[src/rtl/rtc_bus_sequencer_if.sv]
// rtc_bus_sequencer_if: requester channels plus multiplexed RTC bus of the sequencer.
//   slave  : sequencer side (takes req/rnw/addr_in/wdata_in/bus_in, drives the rest)
//   master : requesters + RTC device side
interface rtc_bus_sequencer_if #(
  parameter int NUM_CH = 5,
  parameter int DW = 8
);
  logic [NUM_CH-1:0]    req;
  logic [NUM_CH-1:0]    rnw;
  logic [NUM_CH*DW-1:0] addr_in;
  logic [NUM_CH*DW-1:0] wdata_in;
  logic [NUM_CH-1:0]    grant;
  logic                 done;
  logic [DW-1:0]        rdata;
  logic                 busy;
  logic [DW-1:0]        bus_out;
  logic                 bus_oe;
  logic [DW-1:0]        bus_in;
  logic                 cs_n;
  logic                 rd_n;
  logic                 wr_n;
  logic                 aod;
  modport slave (
    input  req, rnw, addr_in, wdata_in, bus_in,
    output grant, done, rdata, busy, bus_out, bus_oe, cs_n, rd_n, wr_n, aod
  );
  modport master (
    output req, rnw, addr_in, wdata_in, bus_in,
    input  grant, done, rdata, busy, bus_out, bus_oe, cs_n, rd_n, wr_n, aod
  );
endinterface

[src/rtl/rtc_bus_sequencer.sv]
// rtc_bus_sequencer: arbitrates NUM_CH requesters and runs address+data cycles on a multiplexed RTC bus.
//   clk, Reset (sync, active-high)
//   bus.req/rnw/addr_in/wdata_in : per-channel requests, ch i at [i*DW +: DW]
//   bus.grant/done/busy/rdata    : one-hot owner, completion pulse, activity, read result
//   bus.bus_out/bus_oe/bus_in    : RTC data bus (tristate split), bus.cs_n/rd_n/wr_n strobes, bus.aod phase
//   RTC_RR_ARB_EN defined selects round-robin arbitration; otherwise fixed priority, ch 0 highest.
module rtc_bus_sequencer #(
  parameter int NUM_CH = 5,
  parameter int DW = 8,
  parameter int T_SETUP = 1,
  parameter int T_STROBE = 4,
  parameter int T_HOLD = 1,
  parameter int T_GAP = 2
) (
  input logic clk,
  input logic Reset,
  rtc_bus_sequencer_if.slave bus
);
  localparam logic [3:0] IDLE = 4'd0, A_SET = 4'd1, A_STB = 4'd2, A_HLD = 4'd3, GAP = 4'd4,
                         D_SET = 4'd5, D_STB = 4'd6, D_HLD = 4'd7, DONE = 4'd8;
  localparam int TM1 = T_SETUP > T_STROBE ? T_SETUP : T_STROBE;
  localparam int TM2 = T_HOLD > T_GAP ? T_HOLD : T_GAP;
  localparam int TMAX = TM1 > TM2 ? TM1 : TM2;
  localparam int CW = $clog2(TMAX + 1);
  localparam int PW = NUM_CH > 1 ? $clog2(NUM_CH) : 1;
  logic [3:0]        state, nxt;
  logic [CW-1:0]     cnt, nxt_len;
  logic [NUM_CH-1:0] grant;
  logic [DW-1:0]     addr_q, wdata_q, rdata, a_sel, d_sel;
  logic              rnw_q, r_sel, found, in_a, in_d;
  logic [PW-1:0]     win, c;
`ifdef RTC_RR_ARB_EN
  logic [PW-1:0]     ptr;
`endif
  always_comb begin
    win = '0;
    c = '0;
    found = 1'b0;
    for (int i = 0; i < NUM_CH; i++) begin
`ifdef RTC_RR_ARB_EN
      c = PW'((int'(ptr) + i) % NUM_CH);
`else
      c = PW'(i);
`endif
      if (!found && bus.req[c]) begin
        win = c;
        found = 1'b1;
      end
    end
  end
  always_comb begin
    a_sel = '0;
    d_sel = '0;
    r_sel = 1'b0;
    for (int i = 0; i < NUM_CH; i++) begin
      if (win == PW'(i)) begin
        a_sel = bus.addr_in[i*DW +: DW];
        d_sel = bus.wdata_in[i*DW +: DW];
        r_sel = bus.rnw[i];
      end
    end
  end
  assign nxt = state + 4'd1;
  assign nxt_len = (nxt == A_STB || nxt == D_STB) ? CW'(T_STROBE - 1) :
                   (nxt == A_HLD || nxt == D_HLD) ? CW'(T_HOLD - 1) :
                   nxt == GAP ? CW'(T_GAP - 1) :
                   nxt == D_SET ? CW'(T_SETUP - 1) : '0;
  always_ff @(posedge clk) begin
    if (Reset) begin
      state <= IDLE;
      cnt <= '0;
      grant <= '0;
      addr_q <= '0;
      wdata_q <= '0;
      rnw_q <= 1'b0;
      rdata <= '0;
`ifdef RTC_RR_ARB_EN
      ptr <= '0;
`endif
    end else begin
      if (state == IDLE) begin
        if (found) begin
          grant <= NUM_CH'(1) << win;
          addr_q <= a_sel;
          wdata_q <= d_sel;
          rnw_q <= r_sel;
          state <= A_SET;
          cnt <= CW'(T_SETUP - 1);
`ifdef RTC_RR_ARB_EN
          ptr <= (win == PW'(NUM_CH - 1)) ? '0 : win + 1'b1;
`endif
        end
      end else if (state == DONE) begin
        grant <= '0;
        state <= IDLE;
      end else if (cnt != '0) begin
        cnt <= cnt - 1'b1;
      end else begin
        state <= nxt;
        cnt <= nxt_len;
      end
      // read data is taken on the last strobe cycle, just before rd_n rises
      if (state == D_STB && cnt == '0 && rnw_q) rdata <= bus.bus_in;
    end
  end
  assign in_a = state == A_SET || state == A_STB || state == A_HLD;
  assign in_d = state == D_SET || state == D_STB || state == D_HLD;
  assign bus.cs_n = !(in_a || state == GAP || in_d);
  assign bus.wr_n = !(state == A_STB || (state == D_STB && !rnw_q));
  assign bus.rd_n = !(state == D_STB && rnw_q);
  assign bus.bus_oe = in_a || (in_d && !rnw_q);
  assign bus.bus_out = in_a ? addr_q : (in_d && !rnw_q) ? wdata_q : '0;
  assign bus.aod = in_d;
  assign bus.done = state == DONE;
  assign bus.busy = |grant;
  assign bus.grant = grant;
  assign bus.rdata = rdata;
endmodule

[src/flat_wrapper.sv]
// flat-port wrapper written by rule: the top's interface ports become plain ports
module rtc_bus_sequencer_flat 
#(
  parameter int NUM_CH = 5,
  parameter int DW = 8,
  parameter int T_SETUP = 1,
  parameter int T_STROBE = 4,
  parameter int T_HOLD = 1,
  parameter int T_GAP = 2
)
  (clk, Reset, bus_req, bus_rnw, bus_addr_in, bus_wdata_in, bus_bus_in, bus_grant, bus_done, bus_rdata, bus_busy, bus_bus_out, bus_bus_oe, bus_cs_n, bus_rd_n, bus_wr_n, bus_aod);
  rtc_bus_sequencer_if #(.NUM_CH(NUM_CH), .DW(DW)) bus_i ();
  input logic clk;
  input logic Reset;
  input wire logic [$bits(bus_i.req)-1:0] bus_req;
  input wire logic [$bits(bus_i.rnw)-1:0] bus_rnw;
  input wire logic [$bits(bus_i.addr_in)-1:0] bus_addr_in;
  input wire logic [$bits(bus_i.wdata_in)-1:0] bus_wdata_in;
  input wire logic [$bits(bus_i.bus_in)-1:0] bus_bus_in;
  output wire logic [$bits(bus_i.grant)-1:0] bus_grant;
  output wire logic [$bits(bus_i.done)-1:0] bus_done;
  output wire logic [$bits(bus_i.rdata)-1:0] bus_rdata;
  output wire logic [$bits(bus_i.busy)-1:0] bus_busy;
  output wire logic [$bits(bus_i.bus_out)-1:0] bus_bus_out;
  output wire logic [$bits(bus_i.bus_oe)-1:0] bus_bus_oe;
  output wire logic [$bits(bus_i.cs_n)-1:0] bus_cs_n;
  output wire logic [$bits(bus_i.rd_n)-1:0] bus_rd_n;
  output wire logic [$bits(bus_i.wr_n)-1:0] bus_wr_n;
  output wire logic [$bits(bus_i.aod)-1:0] bus_aod;
  assign bus_i.req = bus_req;
  assign bus_i.rnw = bus_rnw;
  assign bus_i.addr_in = bus_addr_in;
  assign bus_i.wdata_in = bus_wdata_in;
  assign bus_i.bus_in = bus_bus_in;
  assign bus_grant = bus_i.grant;
  assign bus_done = bus_i.done;
  assign bus_rdata = bus_i.rdata;
  assign bus_busy = bus_i.busy;
  assign bus_bus_out = bus_i.bus_out;
  assign bus_bus_oe = bus_i.bus_oe;
  assign bus_cs_n = bus_i.cs_n;
  assign bus_rd_n = bus_i.rd_n;
  assign bus_wr_n = bus_i.wr_n;
  assign bus_aod = bus_i.aod;
  rtc_bus_sequencer #(.NUM_CH(NUM_CH), .DW(DW), .T_SETUP(T_SETUP), .T_STROBE(T_STROBE), .T_HOLD(T_HOLD), .T_GAP(T_GAP)) u_core (.clk(clk), .Reset(Reset), .bus(bus_i));
endmodule
[config.mk]
export PLATFORM = sky130hd
export DESIGN_NAME = rtc_bus_sequencer_flat
export DESIGN_NICKNAME = d
export VERILOG_FILES = /design/src/rtl/rtc_bus_sequencer_if.sv /design/src/rtl/rtc_bus_sequencer.sv /design/src/flat_wrapper.sv
export SDC_FILE = /design/constraint.sdc
export NUM_CORES = 1
export LEC_CHECK = 0
export ABC_AREA = 1
export BUFFER_PORTS_ARGS = -buffer_cell sky130_fd_sc_hd__clkbuf_2
export CAP_MARGIN = 20
export CORE_MARGIN = 4
export CORE_UTILIZATION = 30
export DETAILED_ROUTE_END_ITERATION = 6
export SKIP_LAST_GASP = 1
export SLEW_MARGIN = 20
export SYNTH_ARGS = -nofsm -noshare
export SYNTH_HDL_FRONTEND = slang
export SYNTH_SLANG_ARGS = --single-unit
[constraint.sdc]
create_clock -name clk -period 1.9 [get_ports clk]
set_clock_uncertainty 0.1 [all_clocks]
set_input_delay 0.19 -clock clk [delete_from_list [all_inputs] [get_ports clk]]
set_output_delay 0.19 -clock clk [all_outputs]
set_load 0.02 [all_outputs]
# [Yosys cells after proc, flatten, opt, wreduce, memory -nomap -nowiden]
# Cells that the tools add are included.
# Widths: inputs -> output; s select.
[totals] memories=0 latchBits=0 ramBits=0 input_bits=100 regBits=37 rom_bits=0
[classes] shift=1 mul=0 add_sub_neg=2 bitwise_logic=0 n_div=0 n_eq_ne=20 order_cmp=0 reduce_logical=37 n_mux=40
[op_table] operator="$mux 8" n=12
[op_table] operator="$eq 4x3->1 const B" n=7
[op_table] operator="$mux 3" n=7
[op_table] operator="$eq 4x2->1 const B" n=4
[op_table] operator="$mux 4" n=4
[op_table] operator="$mux 5" n=3
[op_table] operator="$mux 1" n=12
[op_table] operator="$logic_or 1x1->1" n=10
[op_table] operator="$logic_and 1x1->1" n=9
[op_table] operator="$logic_not 1->1" n=8
[op_table] operator="$reduce_and 2->1" n=4
[op_table] operator="$eq 3x2->1 const B" n=2
[op_table] operator="$logic_not 3->1" n=2
[op_table] operator="$reduce_or 5->1" n=1
[op_table] operator="$shl 1x3->5 const A" n=1
[op_table] operator="$add 4x1->4 const B" n=1
[op_table] operator="$eq 4x1->1 const B" n=1
[op_table] operator="$eq 4x4->1 const B" n=1
[op_table] operator="$logic_not 4->1" n=1
[op_table] operator="$mux 2" n=2
[op_table] operator="$ne 2x1->1 const B" n=2
[op_table] operator="$eq 3x1->1 const B" n=1
[op_table] operator="$eq 3x3->1 const B" n=1
[op_table] operator="$ne 3x2->1 const B" n=1
[op_table] operator="3 further kinds" n=3

# [Logic depth before layout (Yosys ltp)]
# Gate-level depths: netlist of run 1.
[logic_depth] word_depth=19 ltp_mapped=9 mapped_depth_nobuf=9

# [Least setup slack after synthesis of run 1]
# Ideal clock, no wire load.
[synth_timing] kind="register -> output" start="register u_core.state[0]" end="output port bus_cs_n" path_buffers=0 path_stages_with_launch=6 slack_ns=-0.158 t_required_ns=1.610 t_arrival_ns=1.768 cell_sequence="dfxtp_1 inv_1 ha_1 nor3_1 nor2_1 a211oi_1"
[synth_via] elab_chain_len=6 elab_cells_between_ends=14 classes_between="eq/ne (7); reduce/logical (7)"
[synth_rtl] item="start, declared" line="rtc_bus_sequencer.sv:26" text="logic [3:0] state, nxt;"
[synth_rtl] item="start signal, assigned" line="rtc_bus_sequencer.sv:99" text="state <= nxt;"
[synth_rtl] item="$eq 4x1->1 / $eq 4x2->1 (equally long branches)" line="rtc_bus_sequencer.sv:106" text="assign in_a = state == A_SET || state == A_STB || state == A_HLD;"
[synth_rtl] item="$logic_or 1x1->1 (2 in series)" line="rtc_bus_sequencer.sv:106"
[synth_rtl] item="$logic_or 1x1->1" line="rtc_bus_sequencer.sv:108" text="assign bus.cs_n = !(in_a || state == GAP || in_d);"
[synth_rtl] item="$logic_or 1x1->1 (*)" line="rtc_bus_sequencer.sv:108"
[synth_rtl] item="$logic_not 1->1 (*)" line="rtc_bus_sequencer.sv:108"
[synth_rtl] item="end, declared" line="flat_wrapper.sv:26" text="output wire logic [$bits(bus_i.cs_n)-1:0] bus_cs_n;"
# Mark *: on every way between the ends. The rest lies on a longest branch, timed or not.

# [Worst setup path in the final report of run 1]
# Same ends and word-level chain as after synthesis.

==> impl_metrics.py, run 1 <==
metrics = {
    "run_status": {
        "status": "finished with violations",
        "violations": "setup timing",
    },
    "route": {
        "num_vias": 3213,
        "drc": 0,
        "drt_iter0_markers": 194,
        "wl_um": 8930,
        "drt-pass1-iter-count": 4,
        "viasPerCell": 4.80,
        "wl_per_cell_um": 13.3,
        "drtAntennaViolNets": 0,
    },
    "cells_and_area": {
        "drive_gt1_share_pct": 34.4,
        "synthToLayoutAreaGrowth_pct": 41.8,
        "finalNetCount": 670,
        "finalInstanceArea_sq_mm": 0.00366,
        "antenna-diode-count": 0,
        "utilization_pct": 44.1,
    },
    "floorplanning": {
        "rows": 33,
        "start_util_pct": 31.1,
        "dieArea_sq_mm": 0.0102,
        "die_width_um": 101,
        "pin_count": 128,
        "die_height_um": 101,
        "core_sq_mm": 0.00830,
    },
    "logic_synthesis": {
        "syn_area_sq_mm": 0.00258,
        "syn_avg_cell_area_sq_um": 6.19,
        "ys_warn_count": 0,
        "syn_inst": 417,
        "synth_seq_area_share_pct": 28.7,
        "synth_nets": 524,
        "synth_cell_types": 34,
        "ys_ff_latch": 37,
    },
    "sta": {
        "finalMaxSlewViolations": 0,
        "finalHoldViolCount": 0,
        "setup_viol": 10,
        "finalSetupTns_ns": -0.446,
        "timing.hold.ws_ns": 0.0592,
        "fin_crit_ns": 2.00,
        "setup_slack_ns": -0.0966,
        "fmax_ghz": 0.501,
        "min_period_over_period_pct": 105,
        "worst_pin_slew_ns": 0.512,
        "rsz0062_at_grt": "true",
        "max_slew_margin_pct": 65.7,
    },
    "worst_setup_path": {
        "path_cells": "ha_2, nor3_4, nor3_4, buf_6, a211oi_2, buf_4",
        "critPathRequiredTime_ns": 1.61,
        "startpoint_type": "register",
        "endpoint_kind": "output port",
        "crit_family": "simple AND/OR/NAND/NOR gates",
        "slowest_stage": "dfxtp_4",
        "critPathBufInv": 2,
        "worstSetupPathType": "register to output port",
        "cp_max_fo": 5,
        "cp_common_cell": "nor3_4",
        "cpPeakStageDelay_ns": 0.37,
        "worstPathArrival_ns": 1.71,
    },
    "grt": {
        "globalRoute.totalOverflow": 0,
        "antenna_found_initial": 0,
        "grt_use_total_pct": 17.6,
        "grt_pass1_wl_um": 14500,
        "grt_pass1_vias": 3074,
        "grt_max_degree": 26,
    },
    "power": {
        "clkPwrFrac_pct": 13.6,
        "power_switching_share_pct": 43.6,
        "p_int_w": 0.00218,
        "p_leak_nw": 1.86,
        "p_sw_w": 0.00168,
        "total_power_w": 0.00386,
        "power.density_mw_per_mm2": 1050,
        "p_comb_share_pct": 58.0,
        "vdd_ir_drop_max_mv": 0.459,
        "seq_power_share_pct": 28.4,
    },
    "clock_tree": {
        "clkSinkCount": 37,
        "root_buffer": "clkbuf_8",
        "clock_latency_ns": 0.28,
        "cts.htree.levels": 2,
        "cts_tree": "yes",
        "numCtsBuffers": 5,
        "clk_path_buf_depth": 2,
        "clkTransAtPathRegs_ns": 0.07,
    },
    "job": {
        "max_cap_violations": 0,
    },
    "placed_design": {
        "hpwl_um": 7020,
        "placed_area_sq_mm": 0.00342,
        "gp_congestion": 0.887,
        "port_buffers": 127,
    },
    "worst_hold_path": {
        "hp-class": "primary input to register",
    },
}
==> through the flow <==
stage / setup WS (ns) / cells
final: -0.0966 / 669
after global routing: -0.166 / 669
after CTS: -0.0934 / 667
after detailed placement: -0.175 / 654
after global placement: -0.0524 / 654
after floorplan: 0.0244 / 417
==> metal layers <==
layer / track usage (%) / share of wire, % / routed length [um] / vias up
li1: - / - / - / 1649
met1: 23.0 / 43 / 3870 / 1433
met2: 29.9 / 47 / 4180 / 125
met3: 3.74 / 9.1 / 814 / 6
met4: 3.32 / 0.64 / 57 / 0
met5: 0 / 0 / 0 / -
==> final timing paths <==
| check | startpoint | to | slack, ns | depth (start not counted) |
|---|---|---|---|---|
| setup reg to reg | u_core.state[1]$_SDFFE_PP0P_ | u_core.cnt[2]$_SDFFE_PP0P_ | 0.09 | 10 |
| hold reg to reg | u_core.addr_q[1]$_SDFFE_PP0P_ | u_core.addr_q[1]$_SDFFE_PP0P_ | 0.37 | 2 |
| setup / recovery | u_core.state[0]$_SDFFE_PP0P_ | bus_cs_n | -0.1 | 6 |
| hold / removal | bus_bus_in[5] | u_core.bus.rdata[5]$_SDFFE_PP0P_ | 0.06 | 3 |
==> cell usage after synthesis <==
library cell / number / area [sq um]
buf_2: 7 / 35.0
or2_0: 1 / 6.26
inv_1: 33 / 124
clkbuf_1: 4 / 15.0
o21ai_0: 11 / 55.1
dfxtp_1: 37 / 741
o211ai_1: 1 / 7.51
nand2_1: 119 / 447
o21ai_4: 1 / 16.3
nand2_2: 2 / 12.5
nand3_4: 1 / 17.5
ha_1: 7 / 87.6
nand2_4: 1 / 11.3
nand3_2: 2 / 20.0
clkinv_1: 1 / 3.75
buf_4: 3 / 22.5
o21ai_1: 3 / 15.0
clkinv_2: 1 / 5.00
nand4_1: 18 / 113
inv_2: 2 / 7.51
xor2_1: 1 / 8.76
nor2_1: 55 / 206
buf_6: 5 / 56.3
o22ai_2: 1 / 12.5
nor3_1: 3 / 15.0
a21oi_2: 1 / 8.76
nor3_2: 1 / 10.0
nor3_4: 1 / 16.3
a21oi_1: 31 / 155
nor2_2: 5 / 31.3
nand3b_1: 1 / 7.51
inv_4: 1 / 6.26
nand3_1: 54 / 270
a211oi_1: 2 / 15.0
==> registers in the layout, indices dropped and copies added (netlist names) <==
signal and cells:
u_core.cnt 3, u_core.bus.grant 5, u_core.bus.rdata 8, u_core.addr_q 8, u_core.state 4, u_core.wdata_q 8, u_core.rnw_q 1
==> power groups by stage <==
stage	clock, W	combinational, W	sequential [W]
after floorplan	0	0.00126	0.00107
after global placement	0	0.00193	0.00108
after detailed placement	0	0.00196	0.00109
after CTS	0.000537	0.00213	0.00109
after global routing	0.000567	0.00250	0.00112
final	0.000525	0.00224	0.00110
==> layout make-up <==
| cell class | instances | area [sq um] |
|---|---|---|
| fillers | 883 | 4640 |
| multi-input cells | 323 | 1640 |
| repair buffers | 158 | 910 |
| flip-flops and latches | 37 | 748 |
| inverters | 38 | 149 |
| well taps | 105 | 131 |
| clock buffers | 8 | 80.1 |
==> cells by family (layout without fill, tap and decap cells) <==
family,count (synthesis),after routing,share of synthesized area (%)
simple gates,264,264,45.9
xor+xnor,1,1,0.339
flops,37,37,28.7
fa+ha+maj,7,7,3.39
compound gates,51,51,11.1
buf+inv,57,204,10.7
==> placed cells by master, fill, tap and decap left out, types with 2 or more instances in the layout <==
master,synthesis,routed
a21oi_1,31,31
buf_2,7,3
buf_4,3,28
buf_6,5,4
clkbuf_1,4,3
clkbuf_2,0,121
clkbuf_8,0,6
dfxtp_1,37,35
dfxtp_4,0,2
ha_1,7,3
ha_4,0,3
inv_1,33,31
inv_2,2,3
inv_4,1,2
nand2_1,119,119
nand2_2,2,2
nand3_1,54,54
nand3_2,2,2
nand4_1,18,18
nor2_1,55,54
nor2_2,5,5
nor3_1,3,2
nor3_4,1,3
o21ai_0,11,11
o21ai_1,3,3
==> worst register-to-register path, cell delays in order (launching register included) <==
cell,delay [ns]
dfxtp_4,0.39
inv_4,0.05
buf_4,0.12
buf_4,0.14
ha_4,0.17
nand3_4,0.13
nand2_1,0.16
nand2_1,0.18
inv_1,0.07
a21oi_1,0.12
nor3_1,0.05
==> timing repair <==
| action | 4_1_cts | 5_1_grt |
|---|---|---|
| gates cloned | 0 | 0 |
| hold buffers | 0 | 0 |
| pin swaps | 4 | 3 |
| buffers inserted | 5 | 2 |
| gates resized for setup | 19 | 14 |
| setup endpoints to repair | 11 | 35 |
Power figures use the tool's default switching activity.
==> inputs of run 2 (changes only) <==
CORE_ASPECT_RATIO = 1.4   (was not set)
==> run 2 against run 1 <==
The run still ends with setup timing left. Combinational power increased by 4%. Register-to-register slack better by 0.03 ns. Sequential cell count unchanged. Sequential share of layout area fell by 0.50 points. Die area rose by 0.20%. Via count rose by 1.2%. First-iteration DRC count shrank 14%. Non-clock buffer count is 2 lower. Final area increased by 2.7%. Largest power group unchanged. Highest routed layer unchanged.
==> impl_metrics.py, run 2 (synthesis gave the netlist of run 1 again) <==
metrics = {
    "run_status": {
        "status": "finished with violations",
        "violations": "setup timing",
    },
    "worst_setup_path": {
        "worstSetupPathType": "register to output port",
        "worstPathArrival_ns": 1.65,
        "endpoint_kind": "output port",
        "startpoint_type": "register",
        "cp_max_fo": 5,
        "critPathRequiredTime_ns": 1.61,
    },
    "floorplanning": {
        "start_util_pct": 31.1,
        "core_sq_mm": 0.00830,
        "pin_count": 128,
        "dieArea_sq_mm": 0.0102,
        "die_width_um": 86.4,
        "rows": 39,
        "die_height_um": 118,
    },
    "placed_design": {
        "gp_congestion": 0.914,
        "post-place-ws_ns": -0.0444,
        "port_buffers": 127,
        "hpwl_um": 7010,
        "placed_cells_incl_taps": 648,
    },
    "clock_tree": {
        "clock_latency_ns": 0.28,
        "clkTransAtPathRegs_ns": 0.05,
        "cts.htree.levels": 2,
        "clk_path_buf_depth": 2,
        "hold_buffers": 0,
        "cts_tree": "yes",
        "numCtsBuffers": 5,
        "root_buffer": "clkbuf_16",
        "clkSinkCount": 37,
    },
    "route": {
        "drt-pass1-iter-count": 4,
        "wl_per_cell_um": 13.5,
        "viasPerCell": 4.89,
        "drt_iter0_markers": 167,
        "drc": 0,
        "drtAntennaViolNets": 0,
        "num_vias": 3251,
        "wl_um": 8950,
    },
    "sta": {
        "setup_slack_ns": -0.0409,
        "finalHoldViolCount": 0,
        "fin_crit_ns": 1.94,
        "max_slew_margin_pct": 66.3,
        "setup_viol": 9,
        "fmax_ghz": 0.515,
        "rsz0062_at_grt": "true",
        "worst_pin_slew_ns": 0.504,
        "min_period_over_period_pct": 102,
        "finalMaxSlewViolations": 0,
    },
    "power": {
        "total_power_w": 0.00425,
        "vdd_ir_drop_max_mv": 0.599,
        "power.density_mw_per_mm2": 1130,
        "p_leak_nw": 1.89,
    },
    "cells_and_area": {
        "finalNetCount": 669,
        "antenna-diode-count": 0,
        "synthToLayoutAreaGrowth_pct": 45.7,
        "drive_gt1_share_pct": 34.8,
        "final_cell_mix": "119 x nand2_1, 119 x clkbuf_2, 54 x nand3_1, 54 x nor2_1, 34 x dfxtp_1",
        "fill_cells": 892,
        "utilization_pct": 45.3,
        "final_cells": 665,
        "top_regs": "u_core.addr_q: 8 flops, u_core.bus.rdata: 8 flops, u_core.wdata_q: 8 flops",
    },
    "grt": {
        "grt_max_degree": 26,
        "grt_pass1_vias": 3236,
        "globalRoute.totalOverflow": 0,
        "antenna_found_initial": 0,
        "grt_pass1_wl_um": 14800,
        "grt_use_total_pct": 17.8,
    },
    "worst_hold_path": {
        "hp-class": "primary input to register",
    },
    "job": {
        "max_cap_violations": 0,
    },
}
==> run 2: power breakdown <==
group	internal, W	switching, W	total [W]	leakage (nW)
Sequential	0.000956	0.000165	0.00112	0.304
Combinational	0.00107	0.00127	0.00234	1.52
Clock	0.000481	0.000305	0.000787	0.0706
Total	0.00251	0.00174	0.00425	1.89
==> run 2: layout make-up <==
| class | instances | area, sq um | area share [%] |
|---|---|---|---|
| sequential | 37 | 749 | 19.9 |
| inverter | 38 | 151 | 4.03 |
| multi-input combinational | 324 | 1660 | 44.1 |
| clock inverter | 2 | 10.0 | 0.266 |
| timing repair buffer | 156 | 936 | 24.9 |
| tap | 102 | 128 | 3.39 |
| clock buffer | 6 | 129 | 3.43 |
==> run 2: through the flow <==
stage	instance area (sq um)	TNS, ns	hold WS [ns]
after detailed placement	3400	-0.210	0.359
after global routing	3760	-1.10	0.107
after CTS	3720	-0.446	0.0721
after floorplan	2590	0	0.254
final	3760	-0.234	0.0689
after global placement	3400	0	0.351
==> run 2: path summary, 6_finish.rpt <==
kind | from | endpoint | slack [ns] | depth (start not counted)
max | u_core.state[1]$_SDFFE_PP0P_ | bus_cs_n | -0.04 | 7
min | bus_bus_in[1] | u_core.bus.rdata[1]$_SDFFE_PP0P_ | 0.07 | 3
max reg2reg | u_core.state[0]$_SDFFE_PP0P_ | u_core.state[1]$_SDFFE_PP0P_ | 0.12 | 9
min reg2reg | u_core.addr_q[2]$_SDFFE_PP0P_ | u_core.addr_q[2]$_SDFFE_PP0P_ | 0.37 | 2
==> run 2: layer usage <==
metal / up-vias / wire length [um] / track usage (%)
met5: - / 0 / 0
li1: 1650 / - / -
met2: 149 / 4440 / 31.0
met3: 20 / 695 / 4.34
met4: 0 / 215 / 6.14
met1: 1432 / 3600 / 20.9
==> run 2: what timing repair did <==
action,CTS,global route
gates resized for setup,34,10
setup endpoints to repair,11,34
cloned,1,0
buffers inserted,6,2
pin swaps,8,10
==> run 2: worst max-delay path: stages (launching register included) <==
cell,delay [ns]
dfxtp_4,0.40
inv_4,0.06
ha_4,0.16
nor3_4,0.24
buf_6,0.14
nor3_4,0.05
a211oi_2,0.15
buf_4,0.17
